**src/rtl/bnn_sequencer.sv**
```systemverilog
// Front-end controller for the tiny_bnn core: serialises parameter bytes into the
// core's shift chain and sequences nibble-wise inferences behind valid/ready handshakes.
module bnn_sequencer #(
  parameter int PARAM_BITS    = 64,
  parameter int SETTLE_CYCLES = 2
) (
  input  logic       clk,
  input  logic       rst_n,
  input  logic       cfg_valid,
  input  logic [7:0] cfg_data,
  output logic       cfg_ready,
  input  logic       infer_valid,
  input  logic [7:0] infer_x,
  output logic       infer_ready,
  output logic       res_valid,
  output logic [7:0] res_data,
  input  logic       res_ready,
  output logic       params_loaded,
  output logic       busy,
  output logic       bnn_setup,
  output logic       bnn_param,
  output logic       bnn_x_bank_hi,
  output logic [3:0] bnn_x_nib,
  input  logic [7:0] bnn_out
);

  localparam int CW = $clog2(PARAM_BITS) + 1;
  localparam int SW = $clog2(SETTLE_CYCLES) + 1;
  localparam logic [CW-1:0] LAST_BIT    = CW'(PARAM_BITS - 1);
  localparam logic [SW-1:0] SETTLE_LAST = SW'(SETTLE_CYCLES - 1);

  localparam logic [2:0] S_IDLE      = 3'd0;
  localparam logic [2:0] S_SHIFT     = 3'd1;
  localparam logic [2:0] S_WAIT_BYTE = 3'd2;
  localparam logic [2:0] S_LO        = 3'd3;
  localparam logic [2:0] S_HI        = 3'd4;
  localparam logic [2:0] S_SETTLE    = 3'd5;
  localparam logic [2:0] S_RESULT    = 3'd6;

  logic [2:0]    state_q, state_d;
  logic [CW-1:0] bitcnt_q, bitcnt_d;
  logic [SW-1:0] settle_q, settle_d;
  logic          loaded_q, loaded_d;
  logic [7:0]    res_q, res_d;
  logic [7:0]    shift_q;
  logic [7:0]    x_q;
  logic          shift_ld, shift_en, x_ld;
  logic          byte_end, last_bit;

  assign byte_end      = (bitcnt_q[2:0] == 3'd7);
  assign last_bit      = (bitcnt_q == LAST_BIT);
  assign busy          = (state_q != S_IDLE);
  assign params_loaded = loaded_q;
  assign res_data      = res_q;

  always_comb begin
    state_d       = state_q;
    bitcnt_d      = bitcnt_q;
    settle_d      = settle_q;
    loaded_d      = loaded_q;
    res_d         = res_q;
    shift_ld      = 1'b0;
    shift_en      = 1'b0;
    x_ld          = 1'b0;
    cfg_ready     = 1'b0;
    infer_ready   = 1'b0;
    res_valid     = 1'b0;
    bnn_setup     = 1'b0;
    bnn_param     = 1'b0;
    bnn_x_bank_hi = 1'b0;
    bnn_x_nib     = 4'd0;
    case (state_q)
      S_IDLE: begin
        cfg_ready   = 1'b1;
        // A pending parameter load always takes priority over an inference.
        infer_ready = loaded_q & ~cfg_valid;
        if (cfg_valid) begin
          loaded_d = 1'b0;
          bitcnt_d = '0;
          shift_ld = 1'b1;
          state_d  = S_SHIFT;
        end else if (infer_valid && loaded_q) begin
          x_ld    = 1'b1;
          state_d = S_LO;
        end
      end
      S_SHIFT: begin
        bnn_setup = 1'b1;
        bnn_param = shift_q[0];
        bitcnt_d  = bitcnt_q + CW'(1);
        cfg_ready = byte_end & ~last_bit;
        if (last_bit) begin
          loaded_d = 1'b1;
          state_d  = S_IDLE;
        end else if (byte_end) begin
          if (cfg_valid) shift_ld = 1'b1;
          else           state_d  = S_WAIT_BYTE;
        end else begin
          shift_en = 1'b1;
        end
      end
      S_WAIT_BYTE: begin
        cfg_ready = 1'b1;
        if (cfg_valid) begin
          shift_ld = 1'b1;
          state_d  = S_SHIFT;
        end
      end
      S_LO: begin
        bnn_x_nib = x_q[3:0];
        state_d   = S_HI;
      end
      S_HI: begin
        bnn_x_bank_hi = 1'b1;
        bnn_x_nib     = x_q[7:4];
        settle_d      = '0;
        state_d       = S_SETTLE;
      end
      S_SETTLE: begin
        bnn_x_bank_hi = 1'b1;
        bnn_x_nib     = x_q[7:4];
        if (settle_q == SETTLE_LAST) begin
          res_d   = bnn_out;
          state_d = S_RESULT;
        end else begin
          settle_d = settle_q + SW'(1);
        end
      end
      S_RESULT: begin
        res_valid = 1'b1;
        if (res_ready) state_d = S_IDLE;
      end
      default: state_d = S_IDLE;
    endcase
  end

  always_ff @(posedge clk or negedge rst_n) begin
    if (!rst_n) begin
      state_q  <= S_IDLE;
      bitcnt_q <= '0;
      settle_q <= '0;
      loaded_q <= 1'b0;
      res_q    <= 8'd0;
    end else begin
      state_q  <= state_d;
      bitcnt_q <= bitcnt_d;
      settle_q <= settle_d;
      loaded_q <= loaded_d;
      res_q    <= res_d;
    end
  end

  // Datapath registers are only observed through state-gated outputs, so they carry no reset.
  always_ff @(posedge clk) begin
    if (shift_ld)      shift_q <= cfg_data;
    else if (shift_en) shift_q <= {1'b0, shift_q[7:1]};
    if (x_ld) x_q <= infer_x;
  end

endmodule

```
**config.mk**
```make
export PLATFORM = sky130hd
export DESIGN_NAME = bnn_sequencer
export DESIGN_NICKNAME = d
export VERILOG_FILES = /design/src/rtl/bnn_sequencer.sv
export SDC_FILE = /design/constraint.sdc
export NUM_CORES = 1
export LEC_CHECK = 0
export ABC_AREA = 1
export ABC_CLOCK_PERIOD_IN_PS = 2900
export CELL_PAD_IN_SITES_DETAIL_PLACEMENT = 1
export CELL_PAD_IN_SITES_GLOBAL_PLACEMENT = 2
export CORE_MARGIN = 1
export CORE_UTILIZATION = 28
export CTS_CLUSTER_SIZE = 24
export DETAILED_ROUTE_END_ITERATION = 8
export PLACE_DENSITY = 0.74
export SYNTH_ARGS = -nofsm -noshare
export SYNTH_HDL_FRONTEND = slang
export SYNTH_SLANG_ARGS = --single-unit
```
**constraint.sdc**
```tcl
create_clock -name clk -period 2.9 [get_ports clk]
set_clock_uncertainty 0.2 [all_clocks]
set_input_delay 0.58 -clock clk [delete_from_list [all_inputs] [get_ports clk]]
set_output_delay 0.58 -clock clk [all_outputs]
set_load 0.05 [all_outputs]
```
# Yosys cells after proc, flatten, opt, wreduce, memory -nomap -nowiden

Cells that the tools add are included.

Flip-flop bits (word level): 37
Output and inout bits: 20
Word-level logic and storage cells: 79

$add $sub $neg: 2
Equality and inequality tests: 18
Muxes and demuxes: 35
Bitwise gates (word level): 4
Reductions and logical operators: 13

Operators with widths:

| operator            | number |
|---|---|
| $mux 3              | 8 |
| $pmux 3 s7          | 1 |
| $mux 1              | 16 |
| $mux 8              | 2 |
| $pmux 7 s2          | 1 |
| $eq 3x3->1 const B  | 4 |
| $ne 2x2->1 const B  | 6 |
| $ne 3x3->1 const B  | 3 |
| $pmux 4 s2          | 1 |
| $add 7x1->7 const B | 1 |
| $eq 7x6->1 const B  | 1 |
| $mux 7              | 1 |
| $eq 3x2->1 const B  | 2 |
| $pmux 1 s2          | 3 |
| $reduce_and 2->1    | 3 |
| $reduce_and 6->1    | 1 |
| $reduce_bool 2->1   | 3 |
| $pmux 2 s2          | 1 |
| $reduce_or 2->1     | 2 |
| $eq 3x1->1 const B  | 1 |
| $logic_not 3->1     | 1 |
| $reduce_and 3->1    | 1 |
| $reduce_bool 3->1   | 1 |
| $add 2x1->2 const B | 1 |
| 5 further kinds     | 7 |

# Depth between registers and ports, before layout

Depth after elaboration: 6
Depth in mapped cells: 9

# Worst setup path after synthesis

No wires, ideal clock.

Path type: flip-flop to output port
From: register state_q[2]
To: output bnn_x_nib[0]
Arrival time: 1784 ps
Data required time: 2120 ps
Slack: 336 ps
Cell stages (with the launch flop): 4
Cell sequence: dfrtp_1 > inv_2 > nand3_1 > o21ai_0

Longest elaborated chain between the ends: 3
Elaborated cells on any way between the ends: 5

Ends and longest elaborated chain:

| what                             | line | text |
|---|---|---|
| start: declaration               | 40   | `logic [2:0] state_q, state_d;` |
| start signal: assignment         | 145  | `state_q <= state_d;` |
| $eq 3x3->1                       | 72   | `case (state_q)` |
| $reduce_or 2->1 (no source line) | n/a  |  |
| $pmux 4 s2 (*)                   | 72   |  |
| end: declaration                 | 23   | `output logic [3:0] bnn_x_nib,` |

Every way passes the cells marked *; elsewhere a longest branch is shown, timed or not.

# Worst setup path after layout

From: register state_q[1]
To: output busy

Longest elaborated chain between the ends: 1

Ends and longest elaborated chain:

| what              | line | text |
|---|---|---|
| $reduce_bool 3->1 | 52   | `assign busy = (state_q != S_IDLE);` |
| end: declaration  | 19   | `output logic busy,` |

No other way between the ends.

==> impl_metrics.tcl <==
set metrics [dict create \
    synth_cells 205 \
    p_comb_share_pct 52.1 \
    status "complete, no violations" \
    nets 294 \
    synth_top_area_cell "dfrtp_1" \
    p_seq_share_pct 33.8 \
    clockPowerShare_pct 14.2 \
    slew_violations 0 \
    wl_per_cell_um 12.62 \
    grt_max_degree 22 \
    portBuffers 48 \
    cts_buffers 5 \
    crit_path_top_delay_cell "clkdlybuf4s50_1" \
    power_mw 2.485 \
    power_density_nw_per_um2 993.0 \
    insertedDiodeCount 0 \
    drt_first_pass_iters 4 \
    drive_above_1_share_pct 13.69 \
    fp.dieW_um 82.94 \
    syn_area_um2 1834 \
    die_area_um2 6878 \
    cts_tree "yes" \
    arrival_ns 1.90 \
    finalSetupTns_ns 0 \
    yosysWarnings 0 \
    core_um2 6350 \
    drc_errors 0 \
    cts.sinks 37 \
    antenna_found_initial 0 \
    place_inst 332 \
    placed_area_um2 2420 \
    end_kind "output port" \
    synth.top_cell.area_share_pct 28.65 \
    slowest_delay_ns 0.82 \
    grt_setup_unrepaired "false" \
    cts_hold_buf 0 \
    synth_area_leaders "dfrtp_1 29%, edfxtp_1 26%, nand2_1 17%" \
    synthFlopType "dfrtp_1" \
    gp_congestion 0.7023 \
    tightestPinTransition_ns 0.5152 \
    hold-worst-slack_ns 0.2731 \
    cp_cell_sequence "nor2_1 -> nand2_1 -> clkdlybuf4s50_1" \
    grt_pass1_wl_um 7093 \
    fin_cells 340 \
    cap_violations 0 \
    final_cell_area_um2 2502 \
    start_util_pct 28.89 \
    grt-ovfl-total 0 \
    switching_share_pct 45.84 \
    crit_type "flop to output port" \
    synth_area_per_cell_um2 8.948 \
    cts.clk_slew.worst_paths_ns 0.07 \
    required_ns 2.12 \
    first_global_vias 1560 \
    relSlewSlack_pct 65.54 \
    p_sw_mw 1.139 \
    synthesis.nets 237 \
    utilization_pct 39.41 \
    synth-async-reset-ratio_pct 56.76 \
    hp-class "flop to flop" \
    synth_enable_flop_cells 16 \
    dpl_worst_slack_ns 0.4551 \
    cts_setup_buffers 0 \
    num_rows 29 \
    place_hpwl_um 3287 \
    cts_buffer_depth 2 \
    internal_power_mw 1.346 \
    post_cts_resized 0 \
    grt_use_total_pct 12.99 \
    finalCriticalPeriod_ns 2.678 \
    ys_types 27 \
    ys_seq_area_share_pct 54.84 \
    syn2layout_area_growth_pct 36.43 \
    setup_viol 0 \
    period_share_pct 92.35 \
    hold_viol 0 \
    critical_path_peak_fanout 7 \
    clkLatencyLatePin_ns 0.29 \
    setup_slack_ns 0.2219 \
    cellLeakagePower_nw 1.123 \
    routed_wl_um 4292 \
    clock.fmax_mhz 373.4 \
    die_y_um 82.94 \
    htree_levels 2 \
    viasPerCell 4.412 \
    vias 1500 \
    cp-start-kind "flop" \
    synth_seq_cells 37 \
    root_buffer "clkbuf_8" \
    first_iter_violations 58 \
    ir_worst_vdd_mv 0.4611 \
    ant_nets 0 \
    io_pins 49 \
]
## placed cells by master (no fill, tap or decap), types with 2 or more instances in the layout
master / n
nand2_2: 2
nor2_1: 12
inv_1: 22
nand2_1: 81
nand3_1: 8
buf_4: 12
nand3_2: 2
a21oi_1: 3
edfxtp_1: 16
clkdlybuf4s50_1: 40
clkinv_2: 2
o21ai_0: 13
ha_1: 3
nand2_4: 2
nor2_4: 3
o21ai_1: 2
clkbuf_8: 5
buf_12: 2
dfrtp_1: 21
## area by class of cell
class / count / area [µm²]
multi-input combinational: 140 / 694.4
clock inverter: 2 / 10.01
inverter: 24 / 92.59
tap: 77 / 96.34
timing repair buffer: 54 / 530.5
fill: 752 / 3847
sequential: 37 / 1006
clock buffer: 6 / 72.57
## state kept, by name, indices dropped and copies added (netlist names)
register	cells
state_q	3
shift_q	8
res_data	8
bitcnt_q	7
x_q	8
params_loaded	1
settle_q	2
## layer usage
metal  part of all wire (%)  global-route usage, %  vias up
met5                      0                      0        -
met4                    1.3                  4.702        0
met3                    3.6                  3.181        5
met2                     49                  22.06       33
met1                     46                  15.98      698
li1                       -                      -      764
## cell families after synthesis
kind of cell	count (synthesis)	synth area share (%)
XOR/XNOR	1	0.4776
adder cells (fa/ha/maj)	3	2.047
AO/OA/AOI/OAI	22	6.617
buffers and inverters	28	7.299
flip-flops	37	54.84
AND/OR/NAND/NOR	114	28.72
## worst paths after layout
path / start / endpoint / slack [ns] / cells past startpoint
worst min-delay path: res_data[1]$_DFFE_PN0P_ / res_data[1]$_DFFE_PN0P_ / 0.27 / 2
worst max-delay path: state_q[1]$_DFFE_PN0P_ / busy / 0.22 / 3
max in group asynchronous: rst_n / bitcnt_q[2]$_DFFE_PN0P_ / 1.82 / 2
worst max register to register: state_q[2]$_DFFE_PN0P_ / shift_q[7]$_SDFFCE_PN0P_ / 0.81 / 7
worst min register to register: res_data[1]$_DFFE_PN0P_ / res_data[1]$_DFFE_PN0P_ / 0.27 / 2
min in group asynchronous: rst_n / settle_q[1]$_DFFE_PN0P_ / 0.45 / 2
## power groups by stage
stage	Combinational [mW]	Clock [mW]	Sequential (mW)
2_1_floorplan	0.732	0	1.01
3_3_place_gp	1.30	0	0.844
3_5_place_dp	1.32	0	0.853
4_1_cts	1.32	0.369	0.842
5_1_grt	1.40	0.387	0.862
6_report	1.29	0.352	0.839
## cell usage after synthesis (2+ instances only)
| master | n |
|---|---|
| nand2_4 | 2 |
| buf_6 | 3 |
| inv_1 | 22 |
| o21ai_0 | 13 |
| ha_1 | 3 |
| nand3_2 | 2 |
| nand2_1 | 81 |
| a21oi_1 | 3 |
| nand2_2 | 2 |
| nand3_1 | 8 |
| o21ai_1 | 2 |
| dfrtp_1 | 21 |
| edfxtp_1 | 16 |
| nor2_1 | 12 |
| nor2_4 | 3 |
## worst max-delay path: cells and delay by family (launching register included)
kind / cells / cell delay, ns
flops: 1 / 0.54
simple gates: 2 / 0.25
buf+inv: 1 / 0.82
Note: power is estimated with default switching activity, not from simulation.
